<file path="config.mk">
export PLATFORM = sky130hd
export DESIGN_NAME = store_align_unit_flat
export DESIGN_NICKNAME = d
export VERILOG_FILES = /design/src/rtl/store_align_unit_pkg.sv /design/src/rtl/store_align_unit_if.sv /design/src/rtl/store_align_unit_lane_shift.sv /design/src/rtl/store_align_unit.sv /design/src/flat_wrapper.sv
export SDC_FILE = /design/constraint.sdc
export NUM_CORES = 1
export LEC_CHECK = 0
export CAP_MARGIN = 5
export CELL_PAD_IN_SITES_DETAIL_PLACEMENT = 1
export CELL_PAD_IN_SITES_GLOBAL_PLACEMENT = 1
export CORE_ASPECT_RATIO = 1.5
export CORE_MARGIN = 4
export CORE_UTILIZATION = 48
export CTS_CLUSTER_DIAMETER = 60
export DETAILED_ROUTE_END_ITERATION = 10
export DONT_BUFFER_PORTS = 1
export PLACE_DENSITY = 0.82
export SLEW_MARGIN = 20
export SYNTH_ARGS = -nofsm -noshare
export SYNTH_HDL_FRONTEND = slang
export SYNTH_SLANG_ARGS = --single-unit
</file>
<file path="constraint.sdc">
create_clock -name clk -period 3.7 [get_ports clk]
set_clock_uncertainty 0.05 [all_clocks]
set_input_delay 0.37 -clock clk [delete_from_list [all_inputs] [get_ports clk]]
set_output_delay 0.37 -clock clk [all_outputs]
set_load 0.02 [all_outputs]
</file>
<file path="src/rtl/store_align_unit_pkg.sv">
// Shared encodings for the store alignment path: request sizes, FSM states
// and the per-size byte-lane masks.
package store_pkg;

  localparam logic [1:0] ST_SW  = 2'b00;
  localparam logic [1:0] ST_SB  = 2'b01;
  localparam logic [1:0] ST_SH  = 2'b10;
  localparam logic [1:0] ST_RSV = 2'b11;

  localparam logic [3:0] MASK_B = 4'b0001;
  localparam logic [3:0] MASK_H = 4'b0011;
  localparam logic [3:0] MASK_W = 4'b1111;

  typedef enum logic [1:0] {
    IDLE  = 2'b00,
    BEAT0 = 2'b01,
    BEAT1 = 2'b10
  } state_e;

  // The reserved encoding behaves as a full-word store.
  function automatic logic [3:0] size_mask(input logic [1:0] sel);
    logic [3:0] m;
    case (sel)
      ST_SB:   m = MASK_B;
      ST_SH:   m = MASK_H;
      default: m = MASK_W;
    endcase
    return m;
  endfunction

endpackage

</file>
<file path="src/rtl/store_align_unit_if.sv">
// Core-side store request and memory-side write beat of the store align unit.
interface store_align_unit_if;
  // Both channels use strict valid/ready: a transfer happens on a rising edge
  // where valid and ready are both high; once valid rises, the producer holds
  // valid and its payload unchanged until that transfer (reset excepted), and
  // ready may be driven independently of valid.
  logic        req_valid;
  logic        req_ready;
  logic [31:0] req_addr;
  logic [31:0] req_data;
  logic [1:0]  req_sel;

  logic        mem_valid;
  logic        mem_ready;
  logic [31:0] mem_addr;
  logic [31:0] mem_wdata;
  logic [3:0]  mem_be;

  logic        done;
  logic        split;

  modport master (
    output req_valid, req_addr, req_data, req_sel, mem_ready,
    input  req_ready, mem_valid, mem_addr, mem_wdata, mem_be, done, split
  );

  modport slave (
    input  req_valid, req_addr, req_data, req_sel, mem_ready,
    output req_ready, mem_valid, mem_addr, mem_wdata, mem_be, done, split
  );
endinterface

</file>
<file path="src/rtl/store_align_unit_lane_shift.sv">
// Combinational lane steering: moves right-justified store data into its byte
// lanes across a two-word window and produces the matching enables.
module store_lane_shift
  import store_pkg::*;
(
  input  logic [31:0] data,
  input  logic [1:0]  sel,
  input  logic [1:0]  offset,
  output logic [7:0]  enable,
  output logic [63:0] shifted
);

  logic [3:0]  mask;
  logic [31:0] keep;

  always_comb begin
    mask = size_mask(sel);
    // Bytes above the store size are cleared so disabled lanes stay zero.
    keep    = {{8{mask[3]}}, {8{mask[2]}}, {8{mask[1]}}, {8{mask[0]}}};
    enable  = {4'b0000, mask} << offset;
    shifted = {32'h0000_0000, data & keep} << {offset, 3'b000};
  end

endmodule

</file>
<file path="src/rtl/store_align_unit.sv">
// Store request to word-aligned memory write beats; stores that straddle a
// word boundary are issued as two consecutive beats.
module store_align_unit
  import store_pkg::*;
(
  input  logic                clk,
  input  logic                reset,
  store_align_unit_if.slave   bus,
  output state_e              dbg_state
);

  state_e      state_q, state_d;
  logic [29:0] word_q;
  logic [7:0]  en_q;
  logic [63:0] data_q;
  logic        split_q;
  logic        done_q;

  logic [7:0]  en_c;
  logic [63:0] data_c;

  logic        req_ready_c;
  logic        mem_valid_c;
  logic [31:0] mem_addr_c;
  logic [31:0] mem_wdata_c;
  logic [3:0]  mem_be_c;

  logic        accept;
  logic        beat_hs;
  logic        final_hs;

  store_lane_shift u_lane_shift (
    .data    (bus.req_data),
    .sel     (bus.req_sel),
    .offset  (bus.req_addr[1:0]),
    .enable  (en_c),
    .shifted (data_c)
  );

  assign accept   = bus.req_valid & req_ready_c;
  assign beat_hs  = mem_valid_c & bus.mem_ready;
  assign final_hs = beat_hs & ((state_q == BEAT1) | ((state_q == BEAT0) & ~split_q));

  always_ff @(posedge clk or posedge reset) begin
    if (reset) begin
      state_q <= IDLE;
    end else begin
      state_q <= state_d;
    end
  end

  always_comb begin
    state_d = state_q;
    case (state_q)
      IDLE:    if (accept) state_d = BEAT0;
      BEAT0:   if (bus.mem_ready) state_d = split_q ? BEAT1 : IDLE;
      BEAT1:   if (bus.mem_ready) state_d = IDLE;
      default: state_d = IDLE;
    endcase
  end

  // Outputs are zero outside a beat so idle and reset look identical.
  always_comb begin
    req_ready_c = 1'b0;
    mem_valid_c = 1'b0;
    mem_addr_c  = 32'h0000_0000;
    mem_wdata_c = 32'h0000_0000;
    mem_be_c    = 4'b0000;
    case (state_q)
      IDLE: begin
        req_ready_c = 1'b1;
      end
      BEAT0: begin
        mem_valid_c = 1'b1;
        mem_addr_c  = {word_q, 2'b00};
        mem_wdata_c = data_q[31:0];
        mem_be_c    = en_q[3:0];
      end
      BEAT1: begin
        mem_valid_c = 1'b1;
        // 30-bit increment wraps the top word back to address zero.
        mem_addr_c  = {word_q + 30'd1, 2'b00};
        mem_wdata_c = data_q[63:32];
        mem_be_c    = en_q[7:4];
      end
      default: begin
        req_ready_c = 1'b0;
      end
    endcase
  end

  always_ff @(posedge clk or posedge reset) begin
    if (reset) begin
      word_q  <= 30'h0;
      en_q    <= 8'h00;
      data_q  <= 64'h0;
      split_q <= 1'b0;
      done_q  <= 1'b0;
    end else begin
      done_q <= final_hs;
      if (accept) begin
        word_q  <= bus.req_addr[31:2];
        en_q    <= en_c;
        data_q  <= data_c;
        split_q <= |en_c[7:4];
      end else if (final_hs) begin
        split_q <= 1'b0;
      end
    end
  end

  assign bus.req_ready = req_ready_c;
  assign bus.mem_valid = mem_valid_c;
  assign bus.mem_addr  = mem_addr_c;
  assign bus.mem_wdata = mem_wdata_c;
  assign bus.mem_be    = mem_be_c;
  assign bus.done      = done_q;
  assign bus.split     = split_q;
  assign dbg_state     = state_q;

endmodule

</file>
<file path="src/flat_wrapper.sv">
// flat-port wrapper written by rule: the top's interface ports become plain ports
module store_align_unit_flat import store_pkg::*;
  (clk, reset, dbg_state, bus_req_valid, bus_req_addr, bus_req_data, bus_req_sel, bus_mem_ready, bus_req_ready, bus_mem_valid, bus_mem_addr, bus_mem_wdata, bus_mem_be, bus_done, bus_split);
  store_align_unit_if bus_i ();
  input  logic clk;
  input  logic reset;
  output state_e dbg_state;
  input wire logic [$bits(bus_i.req_valid)-1:0] bus_req_valid;
  input wire logic [$bits(bus_i.req_addr)-1:0] bus_req_addr;
  input wire logic [$bits(bus_i.req_data)-1:0] bus_req_data;
  input wire logic [$bits(bus_i.req_sel)-1:0] bus_req_sel;
  input wire logic [$bits(bus_i.mem_ready)-1:0] bus_mem_ready;
  output wire logic [$bits(bus_i.req_ready)-1:0] bus_req_ready;
  output wire logic [$bits(bus_i.mem_valid)-1:0] bus_mem_valid;
  output wire logic [$bits(bus_i.mem_addr)-1:0] bus_mem_addr;
  output wire logic [$bits(bus_i.mem_wdata)-1:0] bus_mem_wdata;
  output wire logic [$bits(bus_i.mem_be)-1:0] bus_mem_be;
  output wire logic [$bits(bus_i.done)-1:0] bus_done;
  output wire logic [$bits(bus_i.split)-1:0] bus_split;
  assign bus_i.req_valid = bus_req_valid;
  assign bus_i.req_addr = bus_req_addr;
  assign bus_i.req_data = bus_req_data;
  assign bus_i.req_sel = bus_req_sel;
  assign bus_i.mem_ready = bus_mem_ready;
  assign bus_req_ready = bus_i.req_ready;
  assign bus_mem_valid = bus_i.mem_valid;
  assign bus_mem_addr = bus_i.mem_addr;
  assign bus_mem_wdata = bus_i.mem_wdata;
  assign bus_mem_be = bus_i.mem_be;
  assign bus_done = bus_i.done;
  assign bus_split = bus_i.split;
  store_align_unit u_core (.clk(clk), .reset(reset), .bus(bus_i), .dbg_state(dbg_state));
endmodule
</file>
# Word-level counts from Yosys, hierarchy flattened
# Cells that the tools add are included.
[totals]
ff_bits = 106
out_inout_bits = 74
[classes]
addsub = 1
eq_ne = 7
shifts = 2
mux = 13
bitwise_logic = 7
n_reduce_logical = 5
[op_table]
columns = ["operator", "n"]
rows = [
  ["32-bit case mux with 2 select lines", 2],
  ["32-bit by 5-bit << shifter with 64-bit output", 1],
  ["32-bit bitwise AND", 1],
  ["30-bit by 1-bit adder with 30-bit output, second input constant", 1],
  ["4-bit case mux with 2 select lines", 2],
  ["2-bit two-way mux", 4],
  ["4-bit by 2-bit << shifter with 8-bit output", 1],
  ["2-bit case mux with 3 select lines", 1],
  ["1-bit bitwise AND", 4],
  ["2-bit by 1-bit == test with 1-bit output, second input constant", 2],
  ["2-bit == test, second input constant", 2],
  ["1-bit two-way mux", 4],
  ["2-bit != test, second input constant", 2],
  ["4-bit OR reduction", 1],
  ["3-bit AND reduction", 1],
  ["2-bit zero test", 1],
  ["2-bit by 1-bit != test with 1-bit output, second input constant", 1],
  ["2-bit nonzero test", 1],
  ["2-bit OR reduction", 1],
  ["1-bit NOT", 1],
  ["1-bit OR", 1],
]

# Longest topological paths before layout
[logic_depth]
ltp_word = 7
mapped_depth = 8
mapped_depth_nobuf = 7

# Hierarchy
# From an unflattened synthesis, not the netlist that was laid out.
[hier_totals]
hier_cells = 696
hier_area_um2 = 6770.2
[modules_own_cells]
columns = ["mod", "n_inst", "cells_per_inst", "area_per_inst_um2", "seq_area_each_um2"]
rows = [
  ["store_align_unit", 1, 509, 5560.3, 2652.5],
  ["store_lane_shift", 1, 187, 1209.9, 0.0],
]

# Worst setup path before layout
# Ideal clock, no wire load.
[synth_timing]
kind = "flip-flop to output port"
start = "register u_core.state_q[1] (netlist: u_core.dbg_state[1])"
end = "output port bus_mem_addr[18]"
arrival_ns = 2.249
setup_slack_ns = 1.031
path_stages_with_launch = 8
n_path_buf = 1
cell_sequence = "dfrtp_1 > inv_1 > ha_1 > inv_1 > nor2_1 > clkbuf_1 > nand3_1 > o21ai_0"
[synth_via]
elab_chain_len = 2
elab_cells_between_ends = 3
classes_between = "eq/ne: 2; mux: 1"
[synth_rtl]
columns = ["element", "line", "rtl"]
rows = [
  ["from (decl)", "store_align_unit.sv:12", "state_e state_q, state_d;"],
  ["from (signal assigned)", "store_align_unit.sv:48", "state_q <= state_d;"],
  ["2-bit == test / 2-bit by 1-bit == test with 1-bit output (equally long branches)", "store_align_unit.sv:69", "case (state_q)"],
  ["32-bit case mux with 2 select lines *", "store_align_unit.sv:69", ""],
  ["to (decl)", "flat_wrapper.sv:15", "output wire logic [$bits(bus_i.mem_addr)-1:0] bus_mem_addr;"],
]
# Mark *: on every way between the ends. The rest lies on a longest branch, timed or not.

# Worst setup path in the final report
[layout_timing]
start = "register u_core.state_q[1] (netlist: u_core.dbg_state[1])"
end = "output port bus_mem_addr[30]"
# Same word-level chain as after synthesis.

==> impl_metrics.ini <==
[layout]
area_growth_pct = 9.40
drive_gt1_share_pct = 16.0
seq_area_um2 = 2430
layout.nets = 682
multi_input_area_um2 = 2880
nFillCells = 1314
final_cell_area_um2 = 6090
final_util_pct = 54.5

[route]
dr.pass1.iters = 4
drc_errors = 0
wirelength_mm = 18.2
ant_nets = 0
num_vias = 4916
detail_route.iter0.violations = 248
routedWlPerCell_um = 23.9
viasPerCell = 6.47

[power]
peakVddDrop_mv = 0.320
p_per_area_nw_per_um2 = 860
p_leak_nw = 2.57

[clock_tree]
clkTransAtPathRegs_ns = 0.07
post_cts_buffers = 0
cts_resized = 0
cts_buffer_depth = 2
htree_levels = 3
cts_buffers = 9
clock_sinks = 97
holdBufCountCts = 1
cts_tree = done
root_buffer = clkbuf_16
clock_latency_ns = 0.34

[worst_setup_path]
startpoint_type = register
worstSetupPathType = register to primary output
cp_max_fo = 39
end_kind = primary output
required_ns = 3.28
cp.arrival_ns = 2.94

[floorplan]
fp.coreArea_um2 = 11200
chipHeight_um = 140
die_x_um = 95.9
rows = 47
die_area_um2 = 13400
start_util_pct = 49.8
ios = 144

[sta]
fin_crit_ns = 3.36
finalHoldViolations = 0
worst_slack_ns = 0.337
fmax_mhz = 297
tns_ns = 0
finalCritPeriodShare_pct = 90.9
slew_headroom_pct = 34.9
rsz0062_at_grt = false
setup_violations = 0
maxSlewViolCount = 0
worst_slew_pin_slew_ns = 0.973
holdWs_ns = 0.0922

[yosys]
syn_area_per_cell_um2 = 9.07
async_flop_share_pct = 100
ys_seq_elements = 97
synth_edf_count = 0
ys_top_cells_by_area = dfrtp_1 (44%), mux2_2 (7.9%), o21ai_0 (4.9%), nand2_1 (4.3%), a21oi_1 (4.1%)
synth_top_flop_cell = dfrtp_1
ys_types = 57
synth_top_area_share_pct = 43.6
synth_area_um2 = 5570
yosysSeqAreaShare_pct = 43.6
synth_area_leader_cell = dfrtp_1
ys_warn_count = 0
synth_cells = 614

[global_routing]
track_usage_pct = 27.7
grt_pass1_wl_mm = 29.0
grt_max_degree = 118
grt_pass1_vias = 5336
antenna_found_initial = 1
overflow = 0

[placement]
pre_cts_ws_ns = 0.714
place_area_um2 = 5800
dp_hpwl_mm = 12.9
portBuffers = 0
place.gp.congestion = 0.941

[min_path]
hold_class = input port to register

[flow_run]
maxCapViolations = 0

[run_status]
outcome = finished clean
## sequential cells by signal, indices dropped and copies added, names as in the netlist
signal / cells
u_core.en_q: 7
u_core.bus.done: 1
u_core.dbg_state: 2
u_core.bus.split: 1
u_core.word_q: 30
u_core.data_q: 56
## cell families (layout without fill, tap and decap cells)
group / count (synthesis) / count (layout) / share of synthesized area (%)
simple gates: 192 / 192 / 16.9
flops: 97 / 97 / 43.6
xor+xnor: 1 / 1 / 0.157
compound gates: 214 / 214 / 25.4
other cells: 1 / 3 / 0.0674
buf+inv: 65 / 62 / 4.86
fa+ha+maj: 5 / 5 / 1.12
mux: 39 / 39 / 7.89
## critical path: stages (launching register included)
cell and delay, ns:
dfrtp_1 0.52, inv_1 0.14, ha_1 0.44, inv_1 0.13, buf_4 0.42, nor2_1 0.10
buf_4 0.21, o311ai_1 0.31, o31ai_1 0.15, buf_4 0.18
## synth_stat cells, drive strengths merged, types with 11 or more instances
| library cell | number |
|---|---|
| and2 | 12 |
| clkbuf | 38 |
| a22oi | 29 |
| a22o | 16 |
| dfrtp | 97 |
| o21ai | 57 |
| nand3 | 17 |
| a21oi | 46 |
| mux2 | 39 |
| buf | 15 |
| nor2 | 56 |
| a21o | 11 |
| inv | 11 |
| nand2 | 64 |
## placed cells by master, fill, tap and decap left out, types with 3 or more instances in the layout
| cell type | netlist | final |
|---|---|---|
| a211oi_1 | 9 | 9 |
| a21o_1 | 11 | 11 |
| a21oi_1 | 46 | 46 |
| a221o_1 | 8 | 8 |
| a22o_1 | 16 | 16 |
| a22oi_1 | 29 | 29 |
| a31oi_1 | 4 | 4 |
| a32oi_1 | 8 | 8 |
| a41oi_1 | 7 | 7 |
| and2_1 | 11 | 11 |
| buf_4 | 3 | 32 |
| clkbuf_16 | 0 | 9 |
| dfrtp_1 | 97 | 97 |
| ha_1 | 5 | 4 |
| inv_1 | 11 | 10 |
| mux2_2 | 39 | 39 |
| nand2_1 | 64 | 63 |
| nand3_1 | 16 | 16 |
| nand4_1 | 5 | 5 |
| nand4b_1 | 3 | 3 |
| nor2_1 | 56 | 56 |
| nor2b_1 | 3 | 3 |
| nor3b_1 | 8 | 8 |
| o21ai_0 | 55 | 55 |
| o31ai_1 | 8 | 8 |
| or3_1 | 3 | 3 |
| or4_1 | 3 | 3 |
## where the power goes
part	internal (mW)	switching (mW)
clock network	0.476	0.416
registers	1.51	0.469
logic	0.854	1.51
total	2.84	2.40
## metrics by stage
step	std cells	total power [mW]
2_1_floorplan	615	3.59
3_3_place_gp	742	4.20
3_5_place_dp	742	4.36
4_1_cts	759	5.26
5_1_grt	760	5.60
6_report	760	5.24
## cell type report
cell class / instances / area share, %
Inverter: 12 / 0.781
Clock inverter: 4 / 0.473
Multi-Input combinational cell: 453 / 47.3
Sequential cell: 97 / 39.9
Timing Repair Buffer: 34 / 4.44
Clock buffer: 12 / 4.05
Antenna cell: 1 / 0.0411
Tap cell: 147 / 3.02
## per-layer routing
layer	vias to the layer above	share of wire, %	global-route usage (%)
met3	23	7.3	6.65
met4	0	2.0	9.30
met1	2473	37	31.2
met5	-	0	0
li1	2241	-	-
met2	179	54	49.9
## path summary, 6_finish.rpt
check | start | to | slack [ns] | cells after the start
worst max-delay path | u_core.dbg_state[1] | bus_mem_addr[30] | 0.34 | 9
worst min-delay path | bus_req_addr[1] | u_core.en_q[1] | 0.09 | 1
worst max register to register | u_core.dbg_state[1] | u_core.data_q[4] | 1.00 | 6
worst min register to register | u_core.data_q[26] | u_core.data_q[26] | 0.43 | 1
max in group asynchronous | reset | u_core.word_q[11] | 2.17 | 3
min in group asynchronous | reset | u_core.word_q[9] | 0.56 | 2
(Power assumes the default switching activity.)
